## src/rtl/ipsxe_floating_point_log_arb_v1_0.sv

```systemverilog
// ipsxe_floating_point_log_arb_v1_0: round-robin, credit-limited sharing of one fixed-latency log core
// among NUM_REQ stream requesters, with in-order tag matching and a FWFT result FIFO.
module ipsxe_floating_point_log_arb_v1_0 #(
  parameter int FLOAT_EXP_WIDTH  = 8,
  parameter int FLOAT_FRAC_WIDTH = 24,
  parameter int NUM_REQ          = 4,
  parameter int FIFO_DEPTH       = 32,
  localparam int W   = FLOAT_EXP_WIDTH + FLOAT_FRAC_WIDTH,
  localparam int IDW = $clog2(NUM_REQ)
) (
  input  logic                 i_clk,
  input  logic                 i_rst_n,
  input  logic                 i_aclken,
  input  logic [NUM_REQ*W-1:0] i_req_data,
  input  logic [NUM_REQ-1:0]   i_req_valid,
  output logic [NUM_REQ-1:0]   o_req_ready,
  output logic [W-1:0]         o_core_data,
  output logic                 o_core_valid,
  input  logic [W-1:0]         i_core_result,
  input  logic [2:0]           i_core_flags,
  input  logic                 i_core_valid,
  output logic [W-1:0]         o_res_data,
  output logic [IDW-1:0]       o_res_id,
  output logic [2:0]           o_res_flags,
  output logic                 o_res_valid,
  input  logic                 i_res_ready,
  input  logic                 i_drain_req,
  output logic                 o_drained,
  output logic                 o_err_orphan
);
  localparam int AW = $clog2(FIFO_DEPTH);
  localparam int RW = W + 3 + IDW;
  typedef enum logic {RUN, DRAIN} state_t;
  state_t         state_q;
  logic [IDW-1:0] rr_ptr_q, gnt_idx;
  logic [AW:0]    cnt_q, cnt_d, tw_q, tr_q, rw_q, rr_q;
  logic [IDW-1:0] tag_q [FIFO_DEPTH];
  logic [RW-1:0]  res_q [FIFO_DEPTH];
  logic [W-1:0]   core_data_q;
  logic           core_valid_q, drained_q, orphan_q;
  logic           gnt_any, credit_ok, hs, tag_empty, core_in, tpop, res_valid, rpop;
  int             idx;
  // Scan downwards so the nearest valid requester after rr_ptr_q is the last one written.
  always_comb begin
    gnt_any = 1'b0;
    gnt_idx = '0;
    idx = 0;
    for (int i = NUM_REQ; i >= 1; i--) begin
      idx = (int'(rr_ptr_q) + i) % NUM_REQ;
      if (i_req_valid[IDW'(idx)]) begin
        gnt_any = 1'b1;
        gnt_idx = IDW'(idx);
      end
    end
  end
  assign credit_ok   = cnt_q < (AW+1)'(FIFO_DEPTH);
  assign hs          = gnt_any & credit_ok & (state_q == RUN) & i_aclken & i_rst_n;
  assign o_req_ready = hs ? NUM_REQ'(1) << gnt_idx : '0;
  assign tag_empty   = tw_q == tr_q;
  assign core_in     = i_core_valid & i_aclken;
  assign tpop        = core_in & ~tag_empty;
  assign res_valid   = rw_q != rr_q;
  assign rpop        = res_valid & i_res_ready & i_aclken;
  assign cnt_d       = cnt_q + (AW+1)'(hs) - (AW+1)'(rpop);
  assign o_core_data  = core_data_q;
  assign o_core_valid = core_valid_q;
  assign o_res_valid  = res_valid;
  assign {o_res_data, o_res_flags, o_res_id} = res_valid ? res_q[rr_q[AW-1:0]] : '0;
  assign o_drained    = drained_q;
  assign o_err_orphan = orphan_q;
  always_ff @(posedge i_clk or negedge i_rst_n)
    if (!i_rst_n) begin
      state_q      <= RUN;
      rr_ptr_q     <= IDW'(NUM_REQ - 1);
      cnt_q        <= '0;
      tw_q         <= '0;
      tr_q         <= '0;
      rw_q         <= '0;
      rr_q         <= '0;
      core_data_q  <= '0;
      core_valid_q <= 1'b0;
      drained_q    <= 1'b0;
      orphan_q     <= 1'b0;
    end else if (i_aclken) begin
      state_q      <= i_drain_req ? DRAIN : RUN;
      drained_q    <= (state_q == DRAIN) & i_drain_req & (cnt_d == '0);
      cnt_q        <= cnt_d;
      core_valid_q <= hs;
      if (hs) begin
        rr_ptr_q    <= gnt_idx;
        tw_q        <= tw_q + 1'b1;
        core_data_q <= i_req_data[gnt_idx*W +: W];
      end
      if (tpop) begin
        tr_q <= tr_q + 1'b1;
        rw_q <= rw_q + 1'b1;
      end
      if (core_in & tag_empty) orphan_q <= 1'b1;
      if (rpop) rr_q <= rr_q + 1'b1;
    end
  always_ff @(posedge i_clk)
    if (i_aclken) begin
      if (hs) tag_q[tw_q[AW-1:0]] <= gnt_idx;
      if (tpop) res_q[rw_q[AW-1:0]] <= {i_core_result, i_core_flags, tag_q[tr_q[AW-1:0]]};
    end
endmodule

```

## config.mk

```make
export PLATFORM = sky130hd
export DESIGN_NAME = ipsxe_floating_point_log_arb_v1_0
export DESIGN_NICKNAME = d
export VERILOG_FILES = /design/src/rtl/ipsxe_floating_point_log_arb_v1_0.sv
export SDC_FILE = /design/constraint.sdc
export NUM_CORES = 2
export LEC_CHECK = 0
export CORE_MARGIN = 8
export CORE_UTILIZATION = 44
export CTS_CLUSTER_DIAMETER = 80
export CTS_CLUSTER_SIZE = 12
export DETAILED_ROUTE_END_ITERATION = 8
export GPL_ROUTABILITY_DRIVEN = 1
export PLACE_DENSITY = 0.58
export SYNTH_ARGS = -nofsm -noshare
export SYNTH_HDL_FRONTEND = slang
export SYNTH_SLANG_ARGS = --single-unit
```

## constraint.sdc

```tcl
create_clock -name i_clk -period 6.6 [get_ports i_clk]
set_input_delay 0.66 -clock i_clk [delete_from_list [all_inputs] [get_ports i_clk]]
set_output_delay 0.66 -clock i_clk [all_outputs]
set_load 0.1 [all_outputs]
```

==> key figures <==
STA
  • Slew Limit Fails: 0
  • Layout Skew: 0.0211 ns
  • Final Hold Fails: 0
  • Maximum clock rate: 0.173 GHz
  • Final worst-path cycle share: 87.8%
  • TNS Setup: 0 ns
  • WHS: 0.195 ns
  • Minimum clock period: 5.80 ns
  • Slew margin rel.: 19.0%
  • Worst slew pin tran: 1.21 ns
  • Final Worst Setup Slack: 0.805 ns
  • Final setup fails: 0
  • Unrepaired setup endpoints after global routing: no

Cells and area
  • ANT cells: 0
  • Area of the multi-input gates: roughly 12000 um2
  • Final nets: 3013
  • Highest-count cells in the layout ignoring fill and taps: edfxtp_1 (1248), mux4_2 (250), clkdlybuf4s50_1 (246)
  • Post-route cell area: 59600 um2
  • P&R area growth vs syn: 14.8%
  • Most common cell after layout, fill and taps aside: edfxtp_1
  • Number of fill cells: 9245
  • Share of layout cells above drive strength 1: between 10% and 20%
  • Register area: 39200 um2

Critical path
  • Worst path slowest cell: clkdlybuf4s50_1
  • Reg2reg path depth: 12
  • Chain of cells forming the critical path: buf_4, buf_4, mux4_2, a2111oi_0, nor3_1, clkdlybuf4s50_1
  • WP buf/inv: 3
  • Critical path startpoint category: flop
  • Cell seen most often among critical-path stages: buf_4
  • WP data arrival: between 5 and 6 ns
  • Reg2Reg Capture Point: o_drained
  • Worst path max stage delay: ~1.0 ns
  • Worst r2r src: rr_q[2]
  • Crit. End Element: output pin
  • Reg2reg setup slack: 2.01 ns
  • CP top delay family: buffers and inverters
  • Critical Path RT: 5.94 ns
  • Crit path kind: reg -> out
  • Crit Path Max Fanout: 35

Run status
  • Status: complete, no violations

Pwr
  • Leak: 0.0189 uW
  • Pwr per Cell Area: 449 nW/um2
  • Comb power frac: 38.3%
  • Worst IR Drop VDD: 0.485 mV
  • Switching pwr: 10200 uW
  • Power Total: roughly 27000 uW
  • Int Power: 16600 uW
  • Flop pwr share: between 30% and 40%
  • Sw frac: between 30% and 40%
  • Clock group share of total power: 23.2%

Routing
  • DR vias/cell: 6.01
  • Met3 WL: 9.91 mm
  • Top Metal Used: met5
  • DRT Wirelength: between 100 and 150 mm
  • Drc violations: 0
  • First drt pass iteration count: 5
  • WL met2: 64.8 mm
  • DRT iter0 DRCs: 2351
  • Avg WL per Cell: about 30 um
  • Wl on met1: 54.4 mm
  • DR vias: 26472
  • Post-route antenna net violation count: 0

Die
  • Floorplan Core Area: 117000 um2
  • Row Count: 126
  • Die ar.: 129000 um2
  • Chip width: ~360 um
  • Die span in y: about 360 um
  • Initial Util: 44.2%
  • Ports: 250

Synth
  • Sequential fraction of the synthesis area: 75.5%
  • Async SR Flop Fraction: slightly above 5%
  • Mapped Cells: 2537
  • Main synth FF type: edfxtp_1
  • Synth Cell Area: 51900 um2
  • Net Count, Synth: 2727
  • Yosys warnings: 0
  • Post-synthesis register bit count: about 1300
  • Synth unique cells: 53
  • EDFF count, synth: 1248
  • Mean Syn Cell Area: 20.5 um2

Global routing
  • Gr usage total: 19.9%
  • First-pass GRT wire length: between 150 and 200 mm
  • Largest net degree at the start of global routing: 83
  • Grt total ovfl: 0
  • Vias in the first global route: 28118
  • Initial antenna violation count: 5

Clock tree
  • Longest Clk Path Bufs: 3
  • CTS Hold Bufs: 0
  • CTS Sinks: between 1000 and 1500
  • Total CTS buffers: 120
  • CTS resizes: 0
  • Root Buffer: clkbuf_16
  • Worst-Skew Late Latency: 0.71 ns
  • Clock-pin slew on the worst setup and hold paths: around 0.060 ns
  • Post-CTS setup buffers: 0
  • H-tree depth: 3
  • CTS tree: yes

Worst hold path
  • Hold WC Path Type: in -> async

Place
  • Placer Congestion: 0.852
  • Placed cell area: 56300 um2
  • I/O Buffers: 249
  • Worst slack, placed: 1.56 ns
  • DP HPWL: 75.4 mm

Job
  • Max Cap Violations: 0
[sequential cells by signal, summed over array words and instances (netlist names)]
register and flops:
res_q 1184, tag_q 64, o_core_data 32, cnt_q 6
rr_q 6, rw_q 6, tr_q 6, tw_q 6
rr_ptr_q 2, o_core_valid 1, o_drained 1, o_err_orphan 1
state_q 1
[metrics by stage]
stage / util (%) / std cells
after floorplan: - / 2537
after global placement: 47.9 / 4237
after detailed placement: 47.9 / 4237
after CTS: 50.7 / 4403
after global routing: 50.7 / 4403
final: 50.7 / 4403
[power by group through the flow]
| stage | Sequential (uW) | Combinational, uW | Clock, uW |
|---|---|---|---|
| floorplan | 10800 | 7010 | 0 |
| global placement | 10400 | 10300 | 0 |
| detailed placement | 10500 | 10300 | 0 |
| CTS | 10300 | 10400 | 6350 |
| global route | 10300 | 10800 | 6650 |
| finish | 10300 | 10200 | 6210 |
[kinds of logic after synthesis]
| logic type | after synthesis | share of synthesized area (%) |
|---|---|---|
| AOI/OAI and AO/OA | 292 | 4.43 |
| xor gates and xnor gates | 36 | 0.608 |
| adders and majority gates | 17 | 0.424 |
| buffers and inverters | 184 | 1.73 |
| DFF | 1316 | 75.5 |
| muxes | 426 | 14.5 |
| and+or+nand+nor | 266 | 2.84 |
[cell type report]
| type | count | area share [%] |
|---|---|---|
| flip-flops and latches | 1316 | 65.8 |
| multi-input cells | 1037 | 20.1 |
| clock buffers | 157 | 5.31 |
| repair buffers | 330 | 5.28 |
| well taps | 1536 | 3.23 |
| clock inverters | 9 | 0.210 |
| inverters | 18 | 0.116 |
[how the worst max path moves through the flow]
stage | start | to | depth (start not counted)
floorplan | i_aclken | res_q[3][0] | 5
global placement | rr_q[2] | o_res_data[9] | 6
detailed placement | rr_q[2] | o_res_data[9] | 6
CTS | rr_q[1] | o_res_data[30] | 6
global route | rr_q[1] | o_res_data[30] | 6
finish | rr_q[1] | o_res_data[30] | 6
[Yosys cell counts (2+ instances only)]
cell type | instances | area, um2
dfrtp_1 | 66 | 1650
xor2_1 | 11 | 96.3
and3b_1 | 2 | 17.5
mux4_1 | 6 | 158
clkbuf_1 | 92 | 345
buf_4 | 21 | 158
nand3b_1 | 4 | 30.0
buf_6 | 9 | 101
a2111oi_0 | 37 | 324
nor4b_1 | 33 | 289
nor2_1 | 77 | 289
a22o_1 | 60 | 526
a211oi_1 | 106 | 796
nor4_1 | 15 | 93.8
nand2b_1 | 6 | 37.5
mux4_2 | 250 | 5630
a21oi_1 | 7 | 35.0
o21ai_0 | 9 | 45.0
buf_2 | 38 | 190
xnor2_1 | 25 | 219
dfstp_2 | 2 | 52.6
and3_1 | 26 | 163
mux2i_1 | 152 | 1520
o221ai_1 | 32 | 280
inv_2 | 2 | 7.51
nand4_1 | 9 | 56.3
buf_1 | 5 | 18.8
inv_1 | 16 | 60.1
nor3b_1 | 4 | 30.0
nand3_1 | 4 | 20.0
a21o_1 | 2 | 15.0
nor2b_1 | 20 | 125
mux2_2 | 18 | 203
nand2_1 | 22 | 82.6
ha_1 | 16 | 200
edfxtp_1 | 1248 | 37500
nor3_1 | 37 | 185
o22ai_1 | 33 | 206
[layer usage]
| metal | GRT usage, % | up-vias |
|---|---|---|
| li1 | - | 11183 |
| met1 | 27.0 | 14060 |
| met3 | 3.80 | 154 |
| met4 | 4.44 | 6 |
| met5 | 0 | - |
| met2 | 33.5 | 1069 |
[worst register-to-register path, cell delays in order, from the launching register on]
cell,delay (ns)
dfrtp_4,1.00
xnor2_1,0.20
nand4_1,0.16
nor3_4,0.84
nor2_1,0.35
ha_1,0.37
inv_1,0.05
ha_1,0.17
inv_1,0.06
fa_1,0.42
xnor2_1,0.16
or4_1,0.47
o32ai_1,0.23
No activity file was read; power rests on OpenSTA's default activity.
